$ cat config.mk
export PLATFORM = sky130hd
export DESIGN_NAME = adder_share_arb
export DESIGN_NICKNAME = d
export VERILOG_FILES = /design/src/rtl/adder_share_arb.sv
export SDC_FILE = /design/constraint.sdc
export NUM_CORES = 1
export LEC_CHECK = 0
export CAP_MARGIN = 20
export CELL_PAD_IN_SITES_DETAIL_PLACEMENT = 1
export CELL_PAD_IN_SITES_GLOBAL_PLACEMENT = 1
export CORE_AREA = 2 2 137 139
export CTS_BUF_LIST = sky130_fd_sc_hd__clkbuf_4 sky130_fd_sc_hd__clkbuf_8
export DETAILED_ROUTE_END_ITERATION = 8
export DIE_AREA = 0 0 139 141
export HOLD_SLACK_MARGIN = 0.1
export PLACE_DENSITY_LB_ADDON = 0.1
export SKIP_LAST_GASP = 1
export SLEW_MARGIN = 5
export SYNTH_ARGS = -nofsm -noshare
export SYNTH_HDL_FRONTEND = slang
export SYNTH_SLANG_ARGS = --single-unit
export TNS_END_PERCENT = 20
$ cat constraint.sdc
create_clock -name clk -period 1.4 [get_ports clk]
set_input_delay 0.28 -clock clk [delete_from_list [all_inputs] [get_ports clk]]
set_output_delay 0.28 -clock clk [all_outputs]
set_load 0.1 [all_outputs]
$ cat src/rtl/adder_share_arb.sv
// Round-robin sequencer sharing one external combinational adder between NREQ requesters.
// Optional subtract support is enabled by defining ADDER_ARB_SUB_EN.
module adder_share_arb #(
  parameter int unsigned NREQ  = 2,
  parameter int unsigned WIDTH = 32
) (
  input  logic                  clk,
  input  logic                  rst_n,
  input  logic [NREQ-1:0]       req_valid_i,
  output logic [NREQ-1:0]       req_ready_o,
  input  logic [NREQ*WIDTH-1:0] req_a_i,
  input  logic [NREQ*WIDTH-1:0] req_b_i,
  input  logic [NREQ-1:0]       req_sub_i,
  output logic                  rsp_valid_o,
  output logic [1:0]            rsp_id_o,
  output logic [WIDTH-1:0]      rsp_sum_o,
  output logic                  rsp_cout_o,
  input  logic                  rsp_ready_i,
  output logic [WIDTH-1:0]      add_a_o,
  output logic [WIDTH-1:0]      add_b_o,
  output logic                  add_cin_o,
  input  logic [WIDTH-1:0]      add_s_i,
  input  logic                  add_cout_i
);

  localparam int unsigned IDW  = 2;
  localparam int unsigned SELW = (NREQ > 2) ? 2 : 1;

  typedef enum logic [1:0] {IDLE, EXEC, HOLD} state_e;

  state_e            state_q, state_d;
  logic [SELW-1:0]   rr_ptr_q, rr_ptr_d;
  logic              rsp_valid_q, rsp_valid_d;
  logic [IDW-1:0]    rsp_id_q, rsp_id_d;
  logic [WIDTH-1:0]  rsp_sum_q, rsp_sum_d;
  logic              rsp_cout_q, rsp_cout_d;
  logic [WIDTH-1:0]  add_a_q, add_a_d;
  logic [WIDTH-1:0]  add_b_q, add_b_d;
  logic              add_cin_q, add_cin_d;

  logic              win_vld;
  logic [SELW-1:0]   win_id;
  logic [SELW:0]     cand;
  logic [WIDTH-1:0]  op_b;
  logic              op_cin;

  // Winner: first valid requester scanning upward from rr_ptr, wrapping at NREQ.
  always_comb begin
    win_vld = 1'b0;
    win_id  = '0;
    cand    = '0;
    for (int unsigned k = 0; k < NREQ; k++) begin
      cand = (SELW+1)'(rr_ptr_q) + (SELW+1)'(k);
      if (cand >= (SELW+1)'(NREQ)) begin
        cand = cand - (SELW+1)'(NREQ);
      end
      if (!win_vld && req_valid_i[cand[SELW-1:0]]) begin
        win_vld = 1'b1;
        win_id  = cand[SELW-1:0];
      end
    end
  end

`ifdef ADDER_ARB_SUB_EN
  always_comb begin
    op_b   = req_b_i[win_id*WIDTH +: WIDTH];
    op_cin = 1'b0;
    if (req_sub_i[win_id]) begin
      op_b   = ~req_b_i[win_id*WIDTH +: WIDTH];
      op_cin = 1'b1;
    end
  end
`else
  logic unused_sub;
  assign unused_sub = ^req_sub_i;
  always_comb begin
    op_b   = req_b_i[win_id*WIDTH +: WIDTH];
    op_cin = 1'b0;
  end
`endif

  // Next-state and output logic.
  always_comb begin
    state_d     = state_q;
    rr_ptr_d    = rr_ptr_q;
    rsp_valid_d = rsp_valid_q;
    rsp_id_d    = rsp_id_q;
    rsp_sum_d   = rsp_sum_q;
    rsp_cout_d  = rsp_cout_q;
    add_a_d     = add_a_q;
    add_b_d     = add_b_q;
    add_cin_d   = add_cin_q;
    req_ready_o = '0;
    case (state_q)
      IDLE: begin
        if (win_vld && rst_n) begin
          req_ready_o[win_id] = 1'b1;
          add_a_d   = req_a_i[win_id*WIDTH +: WIDTH];
          add_b_d   = op_b;
          add_cin_d = op_cin;
          rsp_id_d  = IDW'(win_id);
          if (win_id == SELW'(NREQ - 1)) begin
            rr_ptr_d = '0;
          end else begin
            rr_ptr_d = win_id + SELW'(1);
          end
          state_d = EXEC;
        end
      end
      EXEC: begin
        rsp_sum_d   = add_s_i;
        rsp_cout_d  = add_cout_i;
        rsp_valid_d = 1'b1;
        state_d     = HOLD;
      end
      HOLD: begin
        if (rsp_ready_i) begin
          rsp_valid_d = 1'b0;
          state_d     = IDLE;
        end
      end
      default: state_d = IDLE;
    endcase
  end

  always_ff @(posedge clk or negedge rst_n) begin
    if (!rst_n) begin
      state_q     <= IDLE;
      rr_ptr_q    <= '0;
      rsp_valid_q <= 1'b0;
      rsp_id_q    <= '0;
      rsp_sum_q   <= '0;
      rsp_cout_q  <= 1'b0;
      add_a_q     <= '0;
      add_b_q     <= '0;
      add_cin_q   <= 1'b0;
    end else begin
      state_q     <= state_d;
      rr_ptr_q    <= rr_ptr_d;
      rsp_valid_q <= rsp_valid_d;
      rsp_id_q    <= rsp_id_d;
      rsp_sum_q   <= rsp_sum_d;
      rsp_cout_q  <= rsp_cout_d;
      add_a_q     <= add_a_d;
      add_b_q     <= add_b_d;
      add_cin_q   <= add_cin_d;
    end
  end

  assign rsp_valid_o = rsp_valid_q;
  assign rsp_id_o    = rsp_id_q;
  assign rsp_sum_o   = rsp_sum_q;
  assign rsp_cout_o  = rsp_cout_q;
  assign add_a_o     = add_a_q;
  assign add_b_o     = add_b_q;
  assign add_cin_o   = add_cin_q;

endmodule

==> flow_metrics.env <==
export IMPL_status="finished, violations left"
export IMPL_violations="setup timing"
export IMPL_period_needed_ns=2.03
export IMPL_vias_per_cell=4.87
export IMPL_end_kind="output port"
export IMPL_maxSlewViolCount=0
export IMPL_grt_pass1_vias=4886
export IMPL_yosysTopAreaCellShare_pct=56.9
export IMPL_vias=4386
export IMPL_slowest_delay_ns=0.43
export IMPL_nNetsFinal=830
export IMPL_cp_max_fo=4
export IMPL_cts_tree="yes"
export IMPL_final_util_pct=49.6
export IMPL_routabilityCongestion=0.760
export IMPL_crit_required_ns=1.12
export IMPL_yosys_area_top_type="dfrtp_1"
export IMPL_syn_area_sq_um=4490
export IMPL_cts_buffers=9
export IMPL_finalWirelength_mm=18.3
export IMPL_synth_ff_latch_count=102
export IMPL_placed_cell_area_sq_um=8520
export IMPL_cts_buffer_depth=2
export IMPL_core_sq_um=18300
export IMPL_setup_worst_path_start_class="flop"
export IMPL_met2WireLength_mm=8.79
export IMPL_drt_initial_drc_count=132
export IMPL_setup_viol=102
export IMPL_dpl_worst_slack_ns=-0.436
export IMPL_finClkSkew_ns=0.0136
export IMPL_yosysWarnings=0
export IMPL_grt_start_max_net_pins=82
export IMPL_antennaDiodeCount=0
export IMPL_grt_pass1_wl_mm=28.8
export IMPL_grt_setup_unrepaired="yes"
export IMPL_wl_met3_mm=1.26
export IMPL_path_cells="or3b_4 > nor3b_4 > buf_12"
export IMPL_die_y_um=141
export IMPL_hpwl_mm=12.4
export IMPL_hold_viol_final=0
export IMPL_hold_slack_ns=0.390
export IMPL_maxCapViolCount=0
export IMPL_die_width_um=139
export IMPL_wl_met1_mm=8.02
export IMPL_cts_root_buf="clkbuf_8"
export IMPL_slew_headroom_pct=39.7
export IMPL_critPathSlowestCell="dfrtp_1"
export IMPL_htreeDepth=3
export IMPL_synthTopCellsByArea="dfrtp_1, a221o_1, mux2_2"
export IMPL_min_path_type="primary input to async pin"
export IMPL_synth_cell_types=21
export IMPL_final_area_sq_um=9050
export IMPL_syn_avg_cell_area_sq_um=11.6
export IMPL_clk_pin_slew_worst_paths_ns=0.11
export IMPL_tightest_slew_ns=0.902
export IMPL_ant_nets=0
export IMPL_finalCritPeriodShare_pct=145
export IMPL_highest_layer="met4"
export IMPL_io_buffers=266
export IMPL_drive_above_1_share_pct=29.4
export IMPL_insertion_delay_ns=0.38
export IMPL_drc=0
export IMPL_firstDrtPassIters=4
export IMPL_die_area_sq_um=19600
export IMPL_initial_core_util_pct=24.6
export IMPL_syn_inst=386
export IMPL_synth_seq_area_share_pct=56.9
export IMPL_antenna_found_initial=0
export IMPL_clock_sinks=102
export IMPL_final_common_cell="clkdlybuf4s50_1"
export IMPL_rows=50
export IMPL_max_freq_ghz=0.492
export IMPL_syn_to_final_growth_pct=102
export IMPL_crit_family="simple AND/OR/NAND/NOR gates"
export IMPL_setup_ws_ns=-0.631
export IMPL_critPathBufInv=1
export IMPL_path_class="flop to output port"
export IMPL_crit_arrival_ns=1.75
export IMPL_ios=271
export IMPL_grt_usage_pct=18.8
export IMPL_wl_per_cell_um=20.4
export IMPL_layout_common_cells="clkdlybuf4s50_1, buf_12, dfrtp_1"
export IMPL_grt_ovfl_total=0
-- cells by family after synthesis --
kind of cell | share of synthesized area (%)
compound gates | 15.0
buf+inv | 5.50
flops | 56.9
mux | 8.28
other cells | 0.0836
simple gates | 14.3
-- stage by stage --
stage	instances	setup TNS (ns)
global route	901	-32.42
CTS	898	-21.64
detailed placement	869	-55.44
floorplan	387	-2.76
finish	901	-26.66
global placement	869	-48.77
-- final timing paths --
check / start / endpoint / slack, ns / cells past startpoint
worst max-delay path: state_q[1] / req_ready_o[1] / -0.63 / 3
worst min-delay path: rst_n / state_q[1] / 0.39 / 3
worst max register to register: state_q[1] / add_a_o[21] / -0.36 / 7
worst min register to register: rsp_id_o[0] / rsp_id_o[0] / 0.57 / 1
max in group asynchronous: rst_n / add_b_o[3] / 0.17 / 3
min in group clk: add_s_i[23] / rsp_sum_o[23] / 0.50 / 2
-- final cells by class --
type,count,area (sq um)
clock inverter,7,103
inverter,2,7.51
fill,1822,9210
tap,234,293
clock buffer,9,124
sequential,102,2550
multi-input combinational,242,1730
timing repair buffer,305,4250
-- repair_timing --
action | CTS | global route
hold endpoints to repair | 21 | 15
buffers inserted | 5 | 1
setup endpoints to repair | 101 | 102
gates cloned | 6 | 0
resized for setup | 8 | 0
pin swaps | 3 | 3
hold buffers | 2 | 1
-- layer usage --
metal / up-vias / global-route usage, %
met1: 2197 / 24.6
met4: 0 / 5.64
met2: 187 / 30.8
met3: 18 / 4.79
met5: - / 0
li1: 1984 / -
-- cells in the mapped netlist --
cell and number:
buf_4 2, o21ai_1 1, buf_6 7, nand2_1 66, nor2b_1 2, a21o_1 2
a21oi_1 2, clkbuf_1 12, or3b_1 1, inv_1 2, conb_1 1, buf_2 20
and3_1 1, mux2_2 33, nor3b_4 1, or2_2 1, nor3_1 64, nor3b_2 1
a221o_1 64, nor3b_1 1, dfrtp_1 102
-- worst min-delay path: stages --
cell and delay [ns]:
buf_4 0.10, buf_4 0.10, dlygate4sd3_1 0.67
-- state kept, by name, indices dropped and copies added (netlist names) --
name / cells
rsp_cout_o: 1
rr_ptr_q: 1
add_a_o: 32
state_q: 2
rsp_valid_o: 1
rsp_id_o: 1
rsp_sum_o: 32
add_b_o: 32
Power is left out: the tool's default activity adds up to more than one toggle a clock period on the data nets, which glitch-free logic cannot reach.
